<file path="src/rtl/sync_link_tx.sv">
// sync_link_tx: clocked valid/ready FIFO feeding a two-phase dual-rail async link with synchronized ack.
module sync_link_tx #(
  parameter int WIDTH = 8,
  parameter int DEPTH = 4,
  parameter int SYNC_STAGES = 2
) (
  input  logic             clk,
  input  logic             rst,
  input  logic [WIDTH-1:0] in_data,
  input  logic             in_valid,
  output logic             in_ready,
  output logic [WIDTH-1:0] out_t,
  output logic [WIDTH-1:0] out_f,
  input  logic             out_ack,
  output logic             busy,
  output logic             err
);
  localparam int AW = $clog2(DEPTH);
  typedef enum logic {IDLE, WAIT} state_t;
  state_t state, state_n;
  logic [WIDTH-1:0] mem [DEPTH];
  logic [AW:0] wr_ptr, rd_ptr;
  logic [SYNC_STAGES-1:0] sync;
  logic ack_phase, ack_sync, ack_evt, full, empty, push, pop;
  assign full = (wr_ptr[AW] != rd_ptr[AW]) && (wr_ptr[AW-1:0] == rd_ptr[AW-1:0]);
  assign empty = wr_ptr == rd_ptr;
  assign in_ready = !rst && !full;
  assign push = in_valid && in_ready;
  assign ack_sync = sync[SYNC_STAGES-1];
  assign ack_evt = ack_sync != ack_phase;
  assign busy = (state == WAIT) || !empty;
  always_comb begin
    pop = (state == IDLE) && !empty;
    state_n = (state == IDLE) ? (empty ? IDLE : WAIT) : (ack_evt ? IDLE : WAIT);
  end
  always_ff @(posedge clk) begin
    if (push) mem[wr_ptr[AW-1:0]] <= in_data;
  end
  // Rails toggle straight from flops: one transition per bit per token.
  always_ff @(posedge clk or posedge rst) begin
    if (rst) begin
      state <= IDLE;
      wr_ptr <= '0;
      rd_ptr <= '0;
      sync <= '0;
      ack_phase <= 1'b0;
      err <= 1'b0;
      out_t <= '0;
      out_f <= '0;
    end else begin
      state <= state_n;
      wr_ptr <= wr_ptr + {{AW{1'b0}}, push};
      rd_ptr <= rd_ptr + {{AW{1'b0}}, pop};
      sync <= {sync[SYNC_STAGES-2:0], out_ack};
      ack_phase <= ack_evt ? ack_sync : ack_phase;
      err <= err | (ack_evt && state == IDLE);
      if (pop) begin
        out_t <= out_t ^ mem[rd_ptr[AW-1:0]];
        out_f <= out_f ^ ~mem[rd_ptr[AW-1:0]];
      end
    end
  end
endmodule

</file>
<file path="config.mk">
export PLATFORM = sky130hd
export DESIGN_NAME = sync_link_tx
export DESIGN_NICKNAME = d
export VERILOG_FILES = /design/src/rtl/sync_link_tx.sv
export SDC_FILE = /design/constraint.sdc
export NUM_CORES = 1
export LEC_CHECK = 0
export BUFFER_PORTS_ARGS = -buffer_cell sky130_fd_sc_hd__buf_4
export CORE_MARGIN = 10
export CORE_UTILIZATION = 33
export DETAILED_ROUTE_END_ITERATION = 6
export SYNTH_ARGS = -nofsm -noshare
export SYNTH_HDL_FRONTEND = slang
export SYNTH_SLANG_ARGS = --single-unit
</file>
<file path="constraint.sdc">
create_clock -name clk -period 5.9 [get_ports clk]
set_input_delay 0.885 -clock clk [delete_from_list [all_inputs] [get_ports clk]]
set_output_delay 0.885 -clock clk [all_outputs]
set_load 0.05 [all_outputs]
</file>
# Yosys cells after proc, flatten, opt, wreduce, memory -nomap -nowiden
# Memories as Yosys holds them, arrays and structs flattened.
# Index checks and enable logic that the tools add are counted.
# word_totals
ff_bits	27
mem_bits_rw	32
in_bits	12
output_inout_bits	19
n_memories	1
# mem_list
name	depth	word_bits	read_ports	rd_clocked_by_memory_dff	write_ports	line_no	rtl
mem	4	8	1	0	1	21	logic [WIDTH-1:0] mem [DEPTH];
# op_classes
n_addsub	2
n_eq_ne	4
mux	5
bitwise	5
n_reduce_logical	9
# ops
operator	count
$xor 8x8->8	2
$not 8->8	1
$add 3x1->3	2
$logic_and 1x1->1	5
$mux 1	5
$eq 3x3->1	1
$logic_not 1->1	3
$eq 2x2->1	1
$ne 1x1->1	2
$logic_or 1x1->1	1
$not 1->1	1
$or 1x1->1	1

# Logic depth before layout (Yosys ltp)
# logic_depth
ltp_word	7
ltp_mapped	7
mapped_depth_nobuf	6

# Least setup slack after synthesis
# Ideal clock, no wire load.
# synth_timing
path_kind	in2reg
from	input port rst
to	memory mem[2][0], enable pin
setup_ns	0.385
arrival_ns	2.516
required_ns	5.515
slack_ns	2.999
stages	3
path_cell_list	inv_1 o311ai_2 nor3b_1
# synth_via
elab_chain_len	5
# synth_rtl
item	line_no	rtl
start: declaration	8	input logic rst,
$logic_not 1->1 (no line)	-	
$logic_and 1x1->1	27	assign in_ready = !rst && !full;
$logic_and 1x1->1	28	assign push = in_valid && in_ready;
$mux 1	37	if (push) mem[wr_ptr[AW-1:0]] <= in_data;
$mux 1 (implied by the code)	37	
end: declaration	21	
# Every way passes these cells.

# Worst setup path in the final report
# layout_timing
from	input port rst
to	memory mem[1][6], enable pin
# The elaborated chain is that of the path after synthesis.

==> results.toml <==
[critical_path]
crit_chain = "buf_4, inv_1, o311ai_2, nor3b_1"
reg2reg_slack_ns = 2.94
r2r_cells = 3
path_class = "in -> reg"
crit_path_start_kind = "input port"
crit_arrival_ns = 3.15
slowest_stage = "nor3b_1"
rr_startpoint = "rd_ptr[0]"
r2r_end = "mem[1][6]"
cp_max_fo = 28
crit_path_max_incr_delay_ns = 1.08
crit_required_ns = 5.84
setup.worst_path.end_class = "register"

[hold_path]
hold_class = "reg -> reg"
worstHoldPathCells = 0
hold_start = "sync[0]"
min_to = "sync[1]"

[placed_design]
dp.cells = 257
port_buffers = 30
post-place-ws_ns = 2.23
dpl.hpwl_um = 3250
gp_congestion = 0.719

[global_routing]
grt-ovfl-total = 0
grt_pass1_wl_um = 7250
grt_pass1_vias = 1367
grt_antenna_before_repair = 0
track_usage_pct = 8.36
grt_max_degree = 29

[clock_network]
cts_buffers = 9
cts_sinks = 59
cts-root-buf = "clkbuf_8"
cts_tree = "built"
cts_setup_buffers = 0
cts.htree.levels = 3
post_cts_resized = 0
cts_buffer_depth = 2
clkTransAtPathRegs_ns = 0.06
cts_hold_buf = 0
clock_latency_ns = 0.33

[timing]
rsz0062_at_grt = "false"
finalHoldViolations = 0
fin_ws_ns = 2.68
post-route-period-util_pct = 54.5
skew_ns = 0.00682
setup_viol = 0
tns_ns = 0
fin_crit_ns = 3.22
max_slew_margin_pct = 15.7
slew_viol_final = 0
max_slew.worst_pin.slew_ns = 1.26
hold_ws_ns = 0.348
clock.fmax_mhz = 311

[floorplanning]
die_y_um = 105
dieArea_um2 = 11100
fp-row-count = 31
ios = 31
core_um2 = 7180
die_x_um = 105
initial_core_util_pct = 33.6

[drt]
wl_per_cell_um = 15.8
viasPerCell = 4.63
dr.pass1.iters = 4
postRouteAntennaNets = 0
drt_iter0_markers = 52
vias = 1264
drt-total-wl_um = 4320
drc = 0

[logic_synthesis]
ys_top_cells_by_count = "edfxtp_1 (32), dfrtp_1 (27), xor2_1 (13)"
syn_inst = 132
avgSynthCellArea_um2 = 18.2
synthTopCellsByArea = "edfxtp_1 (40%), dfrtp_1 (28%), mux4_2 (7.5%)"
synth_top_area_share_pct = 39.9
synth_top_flop_cell = "edfxtp_1"
synth_top_area_cell = "edfxtp_1"
synth_most_common_cell = "edfxtp_1"
ys_seq_area_share_pct = 67.9
yosys_warnings = 0
synth_cell_types = 21
synth_edf_count = 32
syn_nets = 148
async_flop_share_pct = 45.8
netlist_area_um2 = 2410
synth_seq_cells = 59

[run_status]
status = "finished, final reports clean"

[run]
drv_cap = 0

[final_layout]
stdcell_count = 273
num_antenna_cells = 0
n_fill_cell = 671
multi_input_area_um2 = 716
synthToLayoutAreaGrowth_pct = 20.2
seqCellArea_um2 = 1640
drive_gt1_share_pct = 36.2
nets = 185
[registers in the layout, summed over array words and instances (netlist names)]
name and flops:
out_t 8, ack_phase 1, rd_ptr 3, state 1
out_f 8, err 1, wr_ptr 3, sync 2
mem 32
[through the flow]
| step | util, % | area (um2) |
|---|---|---|
| floorplan | - | 2410 |
| global placement | 38.1 | 2740 |
| detailed placement | 38.1 | 2740 |
| CTS | 40.3 | 2900 |
| global route | 40.3 | 2900 |
| finish | 40.3 | 2900 |
[cell type report]
class / instances / share of cell area, %
repair buffers: 33 / 8.56
inverters: 3 / 0.389
multi-input cells: 63 / 24.7
well taps: 99 / 4.28
clock buffers: 10 / 4.41
flip-flops and latches: 59 / 56.5
clock inverters: 6 / 1.12
[critical path, delay by kind of cell]
kind / cells / cell delay [ns]
AO/OA/AOI/OAI: 1 / 0.34
buffers and inverters: 2 / 0.84
AND/OR/NAND/NOR: 1 / 1.08
[cell usage in the layout, fill, tap and decap left out, drive strengths merged, types with 3 or more instances in the layout]
master and n:
ha 4, xnor2 12, inv 3, clkinv 4, xor2 13, o311ai 9, mux4 8, edfxtp 32
buf 33, dfrtp 27, clkbuf 10, a311oi 8
[logic make-up after synthesis]
logic type                 Yosys count  share of synthesized area (%)
DFF                                 59                           67.9
adders and majority gates            4                           2.08
muxes                                8                           7.48
and+or+nand+nor                      5                           1.35
buffers and inverters               10                           2.34
AOI/OAI and AO/OA                   21                           9.71
xor gates and xnor gates            25                           9.09
[routing by layer]
layer	vias up	routed length (um)	GRT usage [%]
met2	39	2010	12.9
met5	-	0	0
li1	592	-	-
met1	624	1970	9.70
met3	9	265	3.59
met4	0	75	4.41
[worst max path at each step]
stage	from	end	slack [ns]	cells past startpoint
6_report	rst	mem[1][6]	2.68	4
5_1_grt	rst	mem[1][5]	2.34	4
4_1_cts	rst	mem[1][3]	2.55	4
3_5_place_dp	rst	mem[1][2]	2.23	4
3_3_place_gp	rst	mem[2][0]	2.42	4
2_1_floorplan	rst	mem[2][0]	3.00	3
Power is not shown: default switching activity piles up to over one toggle a cycle in this logic, so the estimate is an artifact.
